==> src/rtl/counter_pkg.sv <==
// counter_pkg: direction and bound-mode encodings shared by the up/down counter.
package counter_pkg;
  localparam logic UP   = 1'b1;
  localparam logic DOWN = 1'b0;
  localparam int   WRAP = 0;
  localparam int   SAT  = 1;
endpackage

==> src/rtl/updn_counter_next.sv <==
// updn_counter_next: next count, bound detection and clamp; purely combinational.
module updn_counter_next
  import counter_pkg::*;
#(
  parameter int               WIDTH    = 8,
  parameter logic [WIDTH-1:0] MAX_VAL  = {WIDTH{1'b1}},
  parameter int               SATURATE = WRAP
) (
  input  logic [WIDTH-1:0] count,
  input  logic             en,
  input  logic             up_dn,
  input  logic             clr,
  input  logic             load,
  input  logic [WIDTH-1:0] load_val,
  output logic [WIDTH-1:0] count_d,
  output logic             wrap_d,
  output logic             tc
);
  logic             at_max;
  logic             at_min;
  logic [WIDTH-1:0] lv_clamp;
  logic [WIDTH-1:0] up_val;
  logic [WIDTH-1:0] dn_val;
  // the +1/-1 paths are only taken strictly inside the range, so they never overflow
  always_comb begin
    at_max   = count == MAX_VAL;
    at_min   = count == '0;
    tc       = (up_dn == UP) ? at_max : at_min;
    lv_clamp = (load_val > MAX_VAL) ? MAX_VAL : load_val;
    up_val   = at_max ? ((SATURATE == SAT) ? MAX_VAL : '0) : count + 1'b1;
    dn_val   = at_min ? ((SATURATE == SAT) ? '0 : MAX_VAL) : count - 1'b1;
    count_d  = clr ? '0 : load ? lv_clamp : !en ? count : (up_dn == UP) ? up_val : dn_val;
    wrap_d   = !clr && !load && en && tc;
  end
endmodule

==> src/rtl/updn_counter.sv <==
// updn_counter: parameterised up/down counter with clear, load, wrap or saturate at bounds.
module updn_counter
  import counter_pkg::*;
#(
  parameter int               WIDTH    = 8,
  parameter logic [WIDTH-1:0] MAX_VAL  = {WIDTH{1'b1}},
  parameter int               SATURATE = WRAP
) (
  input  logic             clk,
  input  logic             rb,
  input  logic             en,
  input  logic             up_dn,
  input  logic             clr,
  input  logic             load,
  input  logic [WIDTH-1:0] load_val,
  output logic [WIDTH-1:0] count,
  output logic             tc,
  output logic             wrap
);
  logic [WIDTH-1:0] count_d;
  logic [WIDTH-1:0] count_q;
  logic             wrap_d;
  logic             wrap_q;
  updn_counter_next #(.WIDTH(WIDTH), .MAX_VAL(MAX_VAL), .SATURATE(SATURATE)) u_next (
    .count(count_q), .en(en), .up_dn(up_dn), .clr(clr), .load(load), .load_val(load_val),
    .count_d(count_d), .wrap_d(wrap_d), .tc(tc)
  );
  always_ff @(posedge clk or negedge rb) begin
    if (!rb) begin
      count_q <= '0;
      wrap_q  <= 1'b0;
    end else begin
      count_q <= count_d;
      wrap_q  <= wrap_d;
    end
  end
  assign count = count_q;
  assign wrap  = wrap_q;
endmodule

==> config.mk <==
export PLATFORM = sky130hd
export DESIGN_NAME = updn_counter
export DESIGN_NICKNAME = d
export VERILOG_FILES = /design/src/rtl/counter_pkg.sv /design/src/rtl/updn_counter_next.sv /design/src/rtl/updn_counter.sv
export SDC_FILE = /design/constraint.sdc
export NUM_CORES = 1
export LEC_CHECK = 0
export ABC_CLOCK_PERIOD_IN_PS = 3820
export CAP_MARGIN = 40
export CORE_MARGIN = 2
export CORE_UTILIZATION = 50
export CTS_BUF_LIST = sky130_fd_sc_hd__clkbuf_16
export DETAILED_ROUTE_END_ITERATION = 12
export PLACE_DENSITY = 0.82
export SLEW_MARGIN = 5
export SYNTH_ARGS = -nofsm -noshare
export SYNTH_HDL_FRONTEND = slang
export SYNTH_SLANG_ARGS = --single-unit
==> constraint.sdc <==
create_clock -name clk -period 3.82 [get_ports clk]
set_input_delay 0.382 -clock clk [delete_from_list [all_inputs] [get_ports clk]]
set_output_delay 0.382 -clock clk [all_outputs]
set_load 0.02 [all_outputs]
==> results.sh <==
export IMPL_rows=15
export IMPL_p_total_uw=430
export IMPL_ant_nets=0
export IMPL_worst_hold_slack_ns=0.459
export IMPL_grt_pass1_vias=802
export IMPL_combPwrFrac_pct=27.9
export IMPL_htreeDepth=1
export IMPL_ys_seq_area_share_pct=25.3
export IMPL_clkPwrFrac_pct=43.9
export IMPL_post_dp_cell_area_um2=1100
export IMPL_worst_setup_path_start_kind="flip-flop"
export IMPL_powerDensity_nw_per_um2=365
export IMPL_finish_instance_area_um2=1180
export IMPL_post_drt_wl_per_cell_um=15.5
export IMPL_clock_path_buffers=2
export IMPL_maxCapViolations=0
export IMPL_required_ns=3.44
export IMPL_synthCells=107
export IMPL_switching_power_uw=129
export IMPL_slew_viol_final=0
export IMPL_place_port_buffers=23
export IMPL_hold_viol=0
export IMPL_min_period_ns=2.83
export IMPL_final_cells=150
export IMPL_grt_usage_pct=24.3
export IMPL_ys_warn_count=0
export IMPL_p_seq_share_pct=28.2
export IMPL_dp_hpwl_um=1600
export IMPL_r2r_setup_slack_ns=1.88
export IMPL_core_um2=1710
export IMPL_insertion_delay_ns=0.24
export IMPL_skew_ns=0.000682
export IMPL_setup_slack_ns=0.987
export IMPL_vias_per_cell=6.13
export IMPL_vias=920
export IMPL_post_cts_buffers=0
export IMPL_postCtsHoldBufs=0
export IMPL_numPlacedInstances=146
export IMPL_setup_tns_ns=0
export IMPL_die_x_um=46.2
export IMPL_end_kind="output pin"
export IMPL_die_h_um=46.2
export IMPL_insertedDiodeCount=0
export IMPL_dieArea_um2=2130
export IMPL_crit_fanout=10
export IMPL_r2r_start="count[0]$_DFFE_PN0P_"
export IMPL_final_period_utilization_pct=74.2
export IMPL_tritoncts="built"
export IMPL_p_int_uw=301
export IMPL_regArea_um2=225
export IMPL_drive_gt1_share_pct=8.80
export IMPL_worst_setup_path_type="reg -> out"
export IMPL_fin_util_pct=68.9
export IMPL_drc=0
export IMPL_nFillCells=135
export IMPL_synth_area_um2=890
export IMPL_cts_buffers=3
export IMPL_multi_input_area_um2=586
export IMPL_sw_frac_of_total_pct=30.1
export IMPL_vdd_drop_max_mv=0.260
export IMPL_hold_class="in -> async"
export IMPL_preCtsSetupSlack_ns=1.10
export IMPL_drt_iter0_drc=38
export IMPL_grt_max_degree=19
export IMPL_start_util_pct=52.1
export IMPL_r2r_cells=6
export IMPL_gr_total_overflow=0
export IMPL_cts_num_sinks=9
export IMPL_setup_violations=0
export IMPL_rsz0062_at_grt="no"
export IMPL_synth_cell_types=48
export IMPL_final_nets=143
export IMPL_ys_seq_elements=9
export IMPL_p_leak_nw=0.467
export IMPL_max_freq_mhz=353
export IMPL_dr_pass1_iters=4
export IMPL_cp_data_arrival_time_ns=2.45
export IMPL_status="finished, final reports clean"
export IMPL_synth_fp_nets=124
export IMPL_netlist_top_cells_area="dfrtp_1, a21oi_1, nor3b_1"
export IMPL_antenna_found_initial=0
export IMPL_path_clk_slew_ns=0.04
export IMPL_slew_limit_headroom_pct=57.4
export IMPL_io_pins=24
export IMPL_worstMarginPinSlew_ns=0.636
export IMPL_ctsResizeCount=0
export IMPL_synth_top_area_share_pct=25.3
export IMPL_gp_congestion=0.899
export IMPL_cts_root_buf="clkbuf_16"
export IMPL_areaGrowthSynthToFinish_pct=32.3
export IMPL_grt_pass1_wl_um=3640
export IMPL_yosys_area_top_type="dfrtp_1"
export IMPL_postSynthAreaPerCell_um2=8.31
export IMPL_wirelength_um=2330
export IMPL_reg2reg_to="count[0]$_DFFE_PN0P_"
-- cell usage in the layout, fill, tap and decap left out, types with 2 or more instances in the layout --
| cell type | synthesis | layout |
|---|---|---|
| o2bb2ai_1 | 2 | 2 |
| dfrtp_1 | 9 | 9 |
| and3_1 | 4 | 4 |
| nand2_1 | 5 | 5 |
| a22oi_1 | 2 | 2 |
| clkbuf_16 | 0 | 3 |
| nor2_1 | 5 | 5 |
| xnor2_1 | 2 | 2 |
| a21oi_1 | 11 | 11 |
| nor3b_1 | 6 | 6 |
| a211o_1 | 3 | 3 |
| inv_1 | 7 | 8 |
| nor3_1 | 2 | 2 |
| clkdlybuf4s50_1 | 0 | 23 |
| o21ai_0 | 2 | 2 |
| nand4_1 | 2 | 2 |
| ha_1 | 3 | 3 |
| nand3_1 | 6 | 6 |
-- how the worst max path moves through the flow --
stage	from	endpoint	cells after the start
6_report	count[0]$_DFFE_PN0P_	tc	5
2_1_floorplan	count[0]$_DFFE_PN0P_	tc	4
5_1_grt	count[0]$_DFFE_PN0P_	tc	5
4_1_cts	count[0]$_DFFE_PN0P_	tc	5
3_5_place_dp	up_dn	tc	5
3_3_place_gp	up_dn	tc	5
-- cell families after synthesis --
family,count (synthesis),share of synthesized area (%)
and+or+nand+nor,38,26.7
AOI/OAI and AO/OA,37,30.8
buffers and inverters,16,8.86
DFF,9,25.3
xor gates and xnor gates,3,2.95
adders and majority gates,3,4.22
muxes,1,1.13
-- synthesized netlist by cell type (all sizes together) --
| library cell | n |
|---|---|
| a21oi | 11 |
| dfrtp | 9 |
| buf | 8 |
| inv | 7 |
| nand3 | 6 |
| nor3b | 6 |
| and3 | 5 |
| nand2 | 5 |
| nor2 | 5 |
| a211o | 3 |
| ha | 3 |
| a221oi | 2 |
| a22oi | 2 |
| nand4 | 2 |
| nor3 | 2 |
| nor4 | 2 |
| o21ai | 2 |
| o2bb2ai | 2 |
| o31ai | 2 |
| xnor2 | 2 |
| a211oi | 1 |
| a21boi | 1 |
| a21o | 1 |
| a22o | 1 |
| a2bb2oi | 1 |
| a31o | 1 |
| a32o | 1 |
| and2 | 1 |
| and4 | 1 |
| clkbuf | 1 |
| mux2i | 1 |
| nor2b | 1 |
| o2111ai | 1 |
| o211ai | 1 |
| o21a | 1 |
| o221ai | 1 |
| o22ai | 1 |
| o32ai | 1 |
| or3b | 1 |
| or4 | 1 |
| xor2 | 1 |
-- layer usage --
| layer | up-vias | wire length, um | global-route usage [%] |
|---|---|---|---|
| met3 | 5 | 202 | 6.67 |
| met4 | 0 | 42 | 12.0 |
| met2 | 46 | 1120 | 38.3 |
| met1 | 424 | 964 | 30.2 |
| li1 | 445 | - | - |
| met5 | - | 0 | 0 |
-- critical path, cell delays in order (launching register included) --
cell,delay (ns)
dfrtp_1,0.48
inv_1,0.12
ha_1,0.20
or3b_2,0.48
o31ai_1,0.26
clkdlybuf4s50_1,0.66
-- flip-flops by register name, summed over array words and instances, names as in the netlist --
signal  count
count       8
wrap        1
-- cell type report --
cell class / instances / area share [%]
Clock inverter: 1 / 0.319
Multi-Input combinational cell: 82 / 49.7
Clock buffer: 3 / 6.38
Timing Repair Buffer: 23 / 19.6
Tap cell: 25 / 2.66
Inverter: 7 / 2.23
Sequential cell: 9 / 19.1
-- power groups by stage --
stage / registers [mW] / clock network, mW / logic [mW]
floorplan: 0.122 / 0 / 0.0768
global placement: 0.121 / 0 / 0.117
detailed placement: 0.122 / 0 / 0.118
CTS: 0.120 / 0.192 / 0.119
global route: 0.123 / 0.194 / 0.131
finish: 0.121 / 0.189 / 0.120
Power figures use the tool's default switching activity.
